`config.mk`:
```
export PLATFORM = sky130hd
export DESIGN_NAME = image_frame_loader
export DESIGN_NICKNAME = d
export VERILOG_FILES = /design/src/rtl/image_frame_loader.sv
export SDC_FILE = /design/constraint.sdc
export NUM_CORES = 1
export LEC_CHECK = 0
export ABC_AREA = 1
export CAP_MARGIN = 20
export CORE_MARGIN = 8
export CORE_UTILIZATION = 40
export DETAILED_ROUTE_END_ITERATION = 8
export PLACE_DENSITY = 0.74
export SLEW_MARGIN = 20
export SYNTH_ARGS = -nofsm -noshare
export SYNTH_HDL_FRONTEND = slang
export SYNTH_SLANG_ARGS = --single-unit
```
`constraint.sdc`:
```
create_clock -name clk -period 4.3 [get_ports clk]
set_clock_uncertainty 0.2 [all_clocks]
set_input_delay 1.29 -clock clk [delete_from_list [all_inputs] [get_ports clk]]
set_output_delay 1.29 -clock clk [all_outputs]
set_load 0.01 [all_outputs]
```
`src/rtl/image_frame_loader.sv`:
```
// Collects 28 seven-bit chunks from an asynchronous microcontroller strobe into a
// 14x14 binary frame and offers the finished frame to the classifier over valid/ready.
module image_frame_loader (
   input  logic         clk,
   input  logic         rst_n,
   input  logic [6:0]   data_in,
   input  logic         strobe_in,
   input  logic         frame_abort,
   input  logic         frame_ready,
   output logic [195:0] frame_out,
   output logic         frame_valid,
   output logic         busy,
   output logic         overrun,
   output logic [4:0]   chunk_count
);

   typedef enum logic [1:0] {
      IDLE,
      LOAD,
      FULL
   } state_t;

   localparam logic [4:0] LAST_CHUNK = 5'd27;

   state_t     state;
   logic       s1, s2, s3;
   logic       chunk_pulse;
   logic [7:0] chunk_base;

   // s1 is the metastability catcher; the edge is taken between s2 and s3.
   assign chunk_pulse = s2 & ~s3;
   assign chunk_base  = 8'(chunk_count) * 8'd7;

   // NOTE: every register here uses <= so all flops see pre-edge values, which is
   // what makes a strobe pulse and a handshake at the same edge both judge the old state.
   always_ff @(posedge clk) begin
      if (!rst_n) begin
         s1          <= 1'b0;
         s2          <= 1'b0;
         s3          <= 1'b0;
         state       <= IDLE;
         frame_out   <= '0;
         frame_valid <= 1'b0;
         busy        <= 1'b0;
         overrun     <= 1'b0;
         chunk_count <= '0;
      end else begin
         s1 <= strobe_in;
         s2 <= s1;
         s3 <= s2;

         if (frame_abort) begin
            // The strobe from the same edge is dropped; frame_out and overrun are kept.
            state       <= IDLE;
            chunk_count <= '0;
            frame_valid <= 1'b0;
            busy        <= 1'b0;
         end else begin
            case (state)
               IDLE, LOAD: begin
                  if (chunk_pulse) begin
                     frame_out[chunk_base +: 7] <= data_in;
                     chunk_count                <= chunk_count + 5'd1;
                     if (chunk_count == LAST_CHUNK) begin
                        state       <= FULL;
                        frame_valid <= 1'b1;
                        busy        <= 1'b0;
                     end else begin
                        state <= LOAD;
                        busy  <= 1'b1;
                     end
                  end
               end
               FULL: begin
                  if (chunk_pulse) begin
                     overrun <= 1'b1;
                  end
                  if (frame_ready) begin
                     state       <= IDLE;
                     chunk_count <= '0;
                     frame_valid <= 1'b0;
                  end
               end
               default: begin
                  state       <= IDLE;
                  chunk_count <= '0;
                  frame_valid <= 1'b0;
                  busy        <= 1'b0;
               end
            endcase
         end
      end
   end

endmodule

```
Word level (Yosys, flattened, before mapping) --
Cells that the tools add are included.
Word-level totals: bits in registers 209, bits in latches 0, memory bits (writable) 0, ROM bits 0, bits of input ports 12, output and inout bits 204, word-level logic and storage cells 48, memories kept 0
Cells by class: add/sub/neg operators 2, multipliers 1, divide/modulo/power cells 0, magnitude comparators 0, equal/unequal tests 6, shifts and indexed selects 2, mux-type cells 15, bitwise logic cells 5, reductions and logical operators 8
Operators by type and width (number):
- bitwise mux 196 bit | 1
- variable shift 7 x 10 -> 196 bit, first input constant | 1
- indexed part select 7 x 10 -> 196 bit | 1
- 2-to-1 mux 5 bit | 2
- negator 8 -> 10 bit | 1
- one-hot mux 5 bit (2 select lines) | 1
- AND reduction 3 bit | 3
- multiplier 5 x 3 -> 8 bit, second input constant | 1
- 2-to-1 mux 2 bit | 3
- != test 2 bit, second input constant | 3
- adder 5 x 1 -> 5 bit, second input constant | 1
- equality test 5 bit, second input constant | 1
- 2-to-1 mux 1 bit | 5
- NOT 1 bit | 4
- one-hot mux 1 bit (2 select lines) | 2
- one-hot mux 2 bit (2 select lines) | 1
- AND reduction 2 bit | 2
- OR reduction 2 bit | 2
- equality test 2 x 1 -> 1 bit, second input constant | 1
- equality test 2 bit, second input constant | 1
- logical NOT 2 bit | 1
- AND 1 bit | 1

Logic depth before layout (Yosys ltp) --
depth after elaboration 4, depth in mapped cells 13, mapped depth without buffers 12

Worst setup path before layout --
No wires, ideal clock.
kind in2reg, from in frame_abort, to reg frame_out[158], library setup time 112 ps, arrival time 2204 ps, required time 3988 ps, slack 1785 ps, cell stages on the path 8, buffers on the path 2, cells stage by stage inv_1 > nand3_1 > nor2_2 > buf_4 > buf_2 > nand3_1 > nand2_1 > nor2_1
On the way: cells in the longest elaborated chain, start to end 2
Ends and longest elaborated chain:
- from (decl) | line 8 | input logic frame_abort,
- NOT 1 bit (no source line)
- AND reduction 3 bit (no source line)
- to (signal, indexed assignment) | line 62 | frame_out[chunk_base +: 7] <= data_in;
- to (decl) | line 10 | output logic [195:0] frame_out,
No other way between the ends. A chain may end at the register's enable or synchronous reset.

Worst setup path in the final report --
from reg chunk_count[0], to out chunk_count[0]
RTL lines:
- from (decl) | line 14 | output logic [4:0] chunk_count
- from (signal assigned) | line 63 | chunk_count <= chunk_count + 5'd1;
No word-level cell between the ends.

==> results.py <==
metrics = {
    "clock_tree": {
        "numCtsBuffers": 23,
        "cts_tree": "yes",
        "ctsLongestPathBuffers": 3,
        "clkTransAtPathRegs_ns": 0.06,
        "ctsResizeCount": 0,
        "clock-sinks": 209,
        "cts_max_level": 1,
        "ctsHoldBuffers": 0,
        "post_cts_buffers": 0,
        "clock_latency_ns": 0.50,
        "root_buffer": "clkbuf_16",
    },
    "finish": {
        "regArea_mm2": 0.00418,
        "antenna_cells": 0,
        "nFillCells": 2109,
        "multiInputGateArea_mm2": 0.00380,
        "finish.utilization": 0.549,
        "fin_area_mm2": 0.0119,
        "final_layout_size_suffix_gt1_frac": 0.0568,
        "layout.nets": 1497,
        "syn_to_final_growth_pct": 35.8,
    },
    "floorplan": {
        "core_mm2": 0.0216,
        "std_cell_rows": 54,
        "die_x_um": 164,
        "initial_core_util": 0.404,
        "ioPinCount": 216,
        "die_area_mm2": 0.0268,
        "die_h_um": 164,
    },
    "flow_run": {
        "maxCapViolations": 0,
    },
    "timing": {
        "slew-limit-headroom": 0.607,
        "layout_min_cycle_time_ns": 3.23,
        "rsz0062_at_grt": "no",
        "hold_violations": 0,
        "setup_viol": 0,
        "finalCritPeriodShare": 0.751,
        "fmax_mhz": 310,
        "drv_slew": 0,
        "setup_tns_ns": 0,
        "worstMarginPinSlew_ns": 0.589,
    },
    "route": {
        "routed.top_layer": "met4",
        "wl_per_cell_um": 16.0,
        "wl_met2_mm": 12.9,
        "drcViolationCount": 0,
        "drtIter0Drc": 432,
        "vias_per_cell": 4.88,
        "drtPass1Iterations": 5,
        "drt_wl_total_mm": 28.4,
        "wl_met3_mm": 2.93,
        "antenna_left": 0,
        "vias": 8680,
        "met1_length_mm": 11.9,
    },
    "logic_synthesis": {
        "syn_area_mm2": 0.00873,
        "synth_most_common_cell": "nor2_1",
        "synthFlopType": "dfxtp_1",
        "synthCells": 1289,
        "synth_nets": 1304,
        "synth.avg_cell_area_um2": 6.78,
        "async_flop_share": 0,
        "yosysUniqueCellTypes": 28,
        "synth-warning-count": 0,
        "yosys.area.top_type": "dfxtp_1",
        "synth_top_area_frac": 0.479,
        "yosys_register_bits": 209,
        "synth_edf_count": 0,
        "synth_common_cells": "418 x nor2_1, 270 x nand2_1, 209 x dfxtp_1",
        "synth_seq_area_share": 0.479,
        "synthTopCellsByArea": "dfxtp_1 48%, nor2_1 18%, nand2_1 12%",
    },
    "grt": {
        "grt_first_pass_wirelength_mm": 44.1,
        "grt-ovfl-total": 0,
        "grt_pass1_vias": 8391,
        "grt_use_total": 0.204,
        "grt_max_degree": 84,
        "antenna_found_initial": 0,
    },
    "setup_path": {
        "endpoint_kind": "output port",
        "cp-start-kind": "flop",
        "worst_ep_required_time_ns": 2.81,
        "critPathKind": "reg -> out",
        "cp_slowest_cell": "clkdlybuf4s50_1",
        "crit_fanout": 22,
        "cpPeakStageDelay_ns": 0.60,
        "critPathArrivalTime_ns": 1.74,
        "path_buf_inv": 2,
        "crit_chain": "buf_4 > clkdlybuf4s50_1",
        "critical-path-top-delay-family": "buffers and inverters",
    },
    "power": {
        "peakVddDrop_mv": 0.328,
        "power_w": 0.00412,
        "p_leak_nw": 5.13,
        "power_density_mw_per_mm2": 347,
    },
    "status": {
        "status": "complete, no violations",
    },
    "placed_design": {
        "dp_hpwl_mm": 20.4,
        "numPortBuffers": 215,
        "gp_congestion": 0.870,
        "placed_area_mm2": 0.0111,
    },
    "min_path": {
        "hold_class": "reg -> reg",
    },
}
worst register-to-register path: cells and delay by family, from the launching register on:
kind / cells / cell delay, ns
fa+ha+maj: 1 / 0.57
buf+inv: 2 / 0.41
flops: 1 / 0.43
simple gates: 6 / 1.36
metrics by stage:
step	worst slack (ns)	hold WS, ns	instances
3_3_place_gp	0.729	0.204	1737
3_5_place_dp	0.687	0.204	1737
6_report	1.07	0.207	1777
4_1_cts	1.06	0.214	1777
2_1_floorplan	1.78	0.190	1289
5_1_grt	0.993	0.252	1777
per-layer routing:
metal  GRT usage  up-vias
met5           0        -
met4      0.0583        0
met3      0.0744       48
met2       0.336      300
met1       0.247     3985
li1            -     4347
cells by family (layout without fill, tap and decap cells):
logic type	count (synthesis)	in the layout	synth area share
compound gates	69	69	0.0403
xor+xnor	1	1	0.00100
fa+ha+maj	3	3	0.00430
buf+inv	189	397	0.0880
flops	209	209	0.479
simple gates	818	818	0.387
state kept, by name, indices dropped and copies added, names as in the netlist:
signal,count
overrun,1
chunk_count,5
frame_valid,1
frame_out,196
state,2
s3,1
s1,1
busy,1
s2,1
cell usage in the layout, fill, tap and decap left out:
cell type        instances
nor3_1                   4
xor2_1                   1
nor3b_1                  1
a22oi_1                  1
a21oi_1                 10
inv_6                    1
nand2_2                  4
inv_2                    7
nand2_1                269
nor2_1                 417
inv_1                  119
clkbuf_1                 4
nand3_2                  4
o21ai_0                 56
ha_1                     3
nor2_2                   9
bufinv_16                4
dfxtp_1                209
nor2_4                   5
clkdlybuf4s50_1        214
buf_4                   16
nand4_1                 53
nand3_1                 47
nor3_2                   2
clkbuf_8                 2
buf_12                   1
nand3b_1                 2
clkbuf_16               23
clkinv_2                 6
nand3_4                  1
a31oi_1                  1
a211oi_1                 1
area by class of cell:
| cell class | count | area share |
|---|---|---|
| inverter | 126 | 0.0399 |
| clock buffer | 29 | 0.0521 |
| tap | 280 | 0.0295 |
| sequential | 209 | 0.353 |
| multi-input combinational | 891 | 0.320 |
| clock inverter | 11 | 0.0134 |
| timing repair buffer | 231 | 0.192 |
where the power goes:
group	total, W	switching (W)	internal [W]	leakage [nW]
combinational	0.000149	0.000108	0.0000408	3.06
sequential	0.00194	0.00000206	0.00194	1.68
clock	0.00203	0.000776	0.00125	0.387
final timing paths:
| path | endpoint | startpoint | cells past startpoint | slack [ns] |
|---|---|---|---|---|
| worst max-delay path | chunk_count[0] | chunk_count[0] | 2 | 1.07 |
| worst min-delay path | s2 | s1 | 2 | 0.21 |
| worst max register to register | frame_out[42] | chunk_count[1] | 9 | 1.20 |
| worst min register to register | s2 | s1 | 2 | 0.21 |
Power figures use the tool's default switching activity.
